File: src/rtl/rmii_rx_framer.sv
// rtl/rmii_rx_framer.sv - RMII receive framer: strips preamble/SFD, forwards payload dibits
module rmii_rx_framer #(
  parameter int MIN_PREAMBLE    = 8,
  parameter int MAX_PREAMBLE    = 32,
  parameter int MIN_FRAME_BYTES = 64,
  parameter int MAX_FRAME_BYTES = 1522
) (
  input  logic       clk,
  input  logic       rst,
  input  logic       crsdv,
  input  logic [1:0] rxd,
  output logic       outclk,
  output logic [1:0] out,
  output logic       done,
  output logic       err,
  output logic       busy
);

  localparam int CW = $clog2(4*MAX_FRAME_BYTES+2);
  localparam int PW = $clog2(MAX_PREAMBLE+1);
  localparam logic [CW-1:0] MAX_DIBITS = CW'(4*MAX_FRAME_BYTES);
  localparam logic [CW-1:0] MIN_DIBITS = CW'(4*MIN_FRAME_BYTES);
  localparam logic [PW-1:0] PRE_MIN    = PW'(MIN_PREAMBLE);
  localparam logic [PW-1:0] PRE_MAX    = PW'(MAX_PREAMBLE);

  typedef enum logic [1:0] {S_IDLE, S_PREAMBLE, S_DATA, S_DROP} state_t;

  state_t        r_state, w_state;
  logic [PW-1:0] r_pre_cnt, w_pre_cnt;
  logic [CW-1:0] r_dib_cnt, w_dib_cnt;
  logic [1:0]    r_hold, w_hold;
  logic          r_hv, w_hv;
  logic          r_crs_d;
  logic          r_armed;
  logic          r_outclk, w_outclk;
  logic [1:0]    r_out, w_out;
  logic          r_done, w_done;
  logic          r_err, w_err;

  always_comb begin
    w_state   = r_state;
    w_pre_cnt = r_pre_cnt;
    w_dib_cnt = r_dib_cnt;
    w_hold    = r_hold;
    w_hv      = r_hv;
    w_outclk  = 1'b0;
    w_out     = r_out;
    w_done    = 1'b0;
    w_err     = 1'b0;
    case (r_state)
      S_IDLE: begin
        // After a reset the carrier may still belong to an abandoned frame; wait for it to drop.
        if (crsdv) begin
          if (!r_armed) begin
            w_state = S_DROP;
          end else if (rxd == 2'b01) begin
            w_state   = S_PREAMBLE;
            w_pre_cnt = PW'(1);
          end else if (rxd == 2'b00) begin
            w_state   = S_PREAMBLE;
            w_pre_cnt = '0;
          end else begin
            w_state = S_DROP;
          end
        end
      end
      S_PREAMBLE: begin
        if (!crsdv) begin
          w_state = S_IDLE;
        end else begin
          case (rxd)
            2'b01: begin
              if (r_pre_cnt + PW'(1) == PRE_MAX) begin
                w_state = S_DROP;
                w_err   = 1'b1;
              end else begin
                w_pre_cnt = r_pre_cnt + PW'(1);
              end
            end
            2'b11: begin
              if (r_pre_cnt >= PRE_MIN) begin
                w_state   = S_DATA;
                w_hv      = 1'b0;
                w_dib_cnt = '0;
              end else begin
                w_state = S_DROP;
                w_err   = 1'b1;
              end
            end
            2'b00: begin
              if (r_pre_cnt != '0) begin
                w_state = S_DROP;
                w_err   = 1'b1;
              end
            end
            default: begin
              w_state = S_DROP;
              w_err   = 1'b1;
            end
          endcase
        end
      end
      S_DATA: begin
        w_hold = rxd;
        w_hv   = 1'b1;
        // The held dibit is valid if carrier was high when sampled or returns high now (toggle).
        if (r_hv) begin
          if (r_crs_d || crsdv) begin
            if (r_dib_cnt == MAX_DIBITS) begin
              w_state = S_DROP;
              w_err   = 1'b1;
            end else begin
              w_outclk  = 1'b1;
              w_out     = r_hold;
              w_dib_cnt = r_dib_cnt + CW'(1);
            end
          end else begin
            w_state = S_IDLE;
            if (r_dib_cnt[1:0] == 2'b00 && r_dib_cnt >= MIN_DIBITS && r_dib_cnt <= MAX_DIBITS)
              w_done = 1'b1;
            else
              w_err = 1'b1;
          end
        end
      end
      default: begin
        if (!crsdv && !r_crs_d)
          w_state = S_IDLE;
      end
    endcase
  end

  always_ff @(posedge clk) begin
    if (rst) begin
      r_state   <= S_IDLE;
      r_pre_cnt <= '0;
      r_dib_cnt <= '0;
      r_hold    <= '0;
      r_hv      <= 1'b0;
      r_crs_d   <= 1'b0;
      r_armed   <= 1'b0;
      r_outclk  <= 1'b0;
      r_out     <= '0;
      r_done    <= 1'b0;
      r_err     <= 1'b0;
    end else begin
      r_state   <= w_state;
      r_pre_cnt <= w_pre_cnt;
      r_dib_cnt <= w_dib_cnt;
      r_hold    <= w_hold;
      r_hv      <= w_hv;
      r_crs_d   <= crsdv;
      if (!crsdv)
        r_armed <= 1'b1;
      r_outclk  <= w_outclk;
      r_out     <= w_out;
      r_done    <= w_done;
      r_err     <= w_err;
    end
  end

  assign outclk = r_outclk;
  assign out    = r_out;
  assign done   = r_done;
  assign err    = r_err;
  assign busy   = (r_state != S_IDLE);

endmodule

File: config.mk
export PLATFORM = sky130hd
export DESIGN_NAME = rmii_rx_framer
export DESIGN_NICKNAME = d
export VERILOG_FILES = /design/src/rtl/rmii_rx_framer.sv
export SDC_FILE = /design/constraint.sdc
export NUM_CORES = 1
export LEC_CHECK = 0
export ABC_AREA = 1
export CAP_MARGIN = 0
export CELL_PAD_IN_SITES_DETAIL_PLACEMENT = 1
export CELL_PAD_IN_SITES_GLOBAL_PLACEMENT = 1
export CORE_ASPECT_RATIO = 1.4
export CORE_MARGIN = 1.5
export CORE_UTILIZATION = 42
export DETAILED_ROUTE_END_ITERATION = 8
export GPL_TIMING_DRIVEN = 0
export PLACE_DENSITY_LB_ADDON = 0.05
export SLEW_MARGIN = 15
export SYNTH_ARGS = -nofsm -noshare
export SYNTH_HDL_FRONTEND = slang
export SYNTH_SLANG_ARGS = --single-unit
File: constraint.sdc
create_clock -name clk -period 2.4 [get_ports clk]
set_clock_uncertainty 0.2 [all_clocks]
set_input_delay 0.48 -clock clk [delete_from_list [all_inputs] [get_ports clk]]
set_output_delay 0.48 -clock clk [all_outputs]
set_load 0.05 [all_outputs]
==> impl_results.md <==
* All-layer global routing usage at 23.4%
* Peak VDD IR at 0.448 mV
* Vias per cell at 5.13
* Max Cap Viol at 0
* Critical Path AT at 1620 ps
* Pins Over Slew Limit at 0
* Initial antenna violation count at 0
* Final net count at 349
* CTS Buffer Depth at 2
* CTS Hold Bufs at 0
* Clk sink count at 31
* Crit Path Max Fanout at 4
* Layout overhead on the synthesized area at 13.6%
* Worst Path Required at 1720 ps
* Distinct cells, synth at 28
* Sequential power share at 32.3%
* Mapped Area at 2050 um^2
* CTS clock-pin slew for the worst setup and hold paths at 60 ps
* Num CTS Buffers at 5
* Pwr per Cell Area at 833 nW/um^2
* Clock power frac at 23.9%
* Ports at 11
* Wire length per cell at 13.6 um
* Switching power at 831 uW
* Period utilization at 95.8%
* Yosys warns at 0
* Leak at 0.000927 uW
* Logic pwr share at 43.8%
* Pre-antenna DRT Iters at 4
* Main area contributors after synthesis: dfxtp_1 30%, nand2_1 15%, inv_1 8.1%
* Critical path launch point type: flip-flop
* Hold/Removal Path Class: reg2reg
* Sw frac at 42.9%
* Ys async rst share at 0%
* DR iter-0 viols at 48
* Fin Setup TNS at 0 ps
* Antenna diode count at 0
* Root Driver: clkbuf_8
* Synthesized Nets at 332
* Die X-Extent at 62 um
* DIE HEIGHT at 85.6 um
* First-pass GRT wire length at 9320 um
* Post-synthesis cell count at 318
* Overflow after GRT at 0
* Final GP Congestion at 0.874
* HPWL Detailed at 4310 um
* Top cells by count, synth: 83 x nand2_1, 44 x inv_1, 42 x nor2_1
* Syn avg cell area at 6.44 um^2
* Vias at 2040
* Initial Util at 44.4%
* Worst Setup End Kind: primary output
* Actual slew at the worst max-slew pin at 745 ps
* Pin count of the biggest net entering global routing at 11
* Port bufs at 10
* Filler cell count at 652
* Unrepaired setup endpoints after global routing: no
* Seq/Total Area, Yosys at 30.3%
* Final ANT Viol Nets at 0
* Synthesis-stage register bit count at 31
* Crit Path Class: reg2out
* Worst hold slack at 242 ps
* Most frequent cell after synthesis: nand2_1
* Vias in the first global route at 2124
* Setup Fix Bufs, Post-CTS at 0
* Share of cells above drive strength 1 at 9.52%
* Ys flop type: dfxtp_1
* CTS tree: built
* Die area at 5310 um^2
* Status: finished clean
* Final hold violations at 0
* Final Critical Period at 2300 ps
* Number of flops mapped to enable cells by yosys at 0
* Achievable clock frequency at 435 MHz
* CORE AREA at 4610 um^2
* DRC viols at 0
* Cell Rows at 29
* Share of the synthesized area in the top cell type at 30.3%
* Clk Latency, worst-skew pair at 290 ps
* Setup Viol. Count Final at 0
* Final WL at 5430 um
* Top cell type by total area after synthesis: dfxtp_1
* CTS-repair resized insts at 1
* Int Power at 1100 uW
* Relative slew slack at 50.3%
* H-tree depth at 2
[critical path, stage by stage (launching register included)]
cell and delay, ps:
dfxtp_1 360, inv_1 90, ha_1 230, inv_1 140, clkdlybuf4s15_1 520
[final cells by class]
cell class                 instances  area (um^2)  share of cell area, %
buffer                             6         37.5                   1.61
multi-input combinational        234         1210                   52.2
tap                               62         77.6                   3.34
sequential                        31          621                   26.7
inverter                          47          176                   7.59
timing repair buffer              10          100                   4.31
clock buffer                       8          100                   4.31
[cell usage in the layout (no fill, tap or decap)]
| master | instances |
|---|---|
| buf_1 | 1 |
| xor2_1 | 5 |
| a21oi_1 | 18 |
| nor3b_1 | 1 |
| nand3_1 | 26 |
| buf_8 | 1 |
| nand2_4 | 3 |
| buf_4 | 1 |
| nor3_1 | 7 |
| clkbuf_8 | 7 |
| inv_1 | 44 |
| a31oi_2 | 1 |
| clkdlybuf4s15_1 | 1 |
| nor2_4 | 2 |
| clkdlybuf4s50_1 | 9 |
| clkbuf_1 | 4 |
| o22a_1 | 1 |
| nand3_4 | 1 |
| o21bai_1 | 2 |
| nand2_1 | 83 |
| ha_1 | 9 |
| a211oi_1 | 1 |
| inv_2 | 3 |
| nand4_1 | 8 |
| nand2_2 | 4 |
| dfxtp_1 | 31 |
| nor2_1 | 42 |
| o31ai_1 | 1 |
| nor2_2 | 2 |
| a21oi_2 | 7 |
| o21ai_0 | 10 |
[power by group through the flow]
stage / Sequential [uW] / Clock (uW) / Combinational [uW]
5_1_grt: 633 / 496 / 965
4_1_cts: 626 / 479 / 860
3_3_place_gp: 636 / 0 / 853
6_report: 625 / 464 / 847
3_5_place_dp: 638 / 0 / 867
2_1_floorplan: 639 / 0 / 630
[registers in the layout (all words and copies together) (netlist names)]
| register | flops |
|---|---|
| r_dib_cnt | 13 |
| outclk | 1 |
| done | 1 |
| r_hv | 1 |
| r_pre_cnt | 6 |
| r_crs_d | 1 |
| r_state | 2 |
| err | 1 |
| r_armed | 1 |
| r_hold | 2 |
| out | 2 |
[final timing paths]
path / startpoint / endpoint / slack [ps] / cells after the start
hold reg to reg: out[0]$_SDFFE_PP0P_ / out[0]$_SDFFE_PP0P_ / 240 / 2
hold / removal: out[0]$_SDFFE_PP0P_ / out[0]$_SDFFE_PP0P_ / 240 / 2
setup / recovery: r_state[0]$_SDFFE_PP0P_ / busy / 100 / 4
setup reg to reg: r_state[1]$_SDFFE_PP0P_ / r_dib_cnt[7]$_SDFFE_PP0P_ / 270 / 11
[layer usage]
| metal | track usage (%) | routed length (um) | part of all wire (%) |
|---|---|---|---|
| met3 | 3.62 | 86 | 1.6 |
| met5 | 0 | 0 | 0 |
| met1 | 24.3 | 2160 | 40 |
| met2 | 43.2 | 3000 | 55 |
| met4 | 10.8 | 176 | 3.2 |
[stage by stage]
step | utilization, % | area [um^2] | instances | total power [uW] | setup slack (ps)
after detailed placement | 48.3 | 2220 | 390 | 1500 | -56.3
after global placement | 48.3 | 2220 | 390 | 1490 | -9.74
after CTS | 50.4 | 2320 | 398 | 1960 | 54.3
final | 50.4 | 2320 | 398 | 1940 | 102
after floorplan | - | 2050 | 318 | 1270 | 393
after global routing | 50.4 | 2320 | 398 | 2090 | 22.3
[cell families (layout without fill, tap and decap cells)]
logic type                 Yosys count  in the layout  share of synthesized area (%)
AOI/OAI and AO/OA                   41             41                           12.3
xor gates and xnor gates             5              5                           2.14
adders and majority gates            9              9                           5.50
buffers and inverters               53             71                           10.5
DFF                                 31             31                           30.3
and+or+nand+nor                    179            179                           39.2
Power figures use the tool's default switching activity.
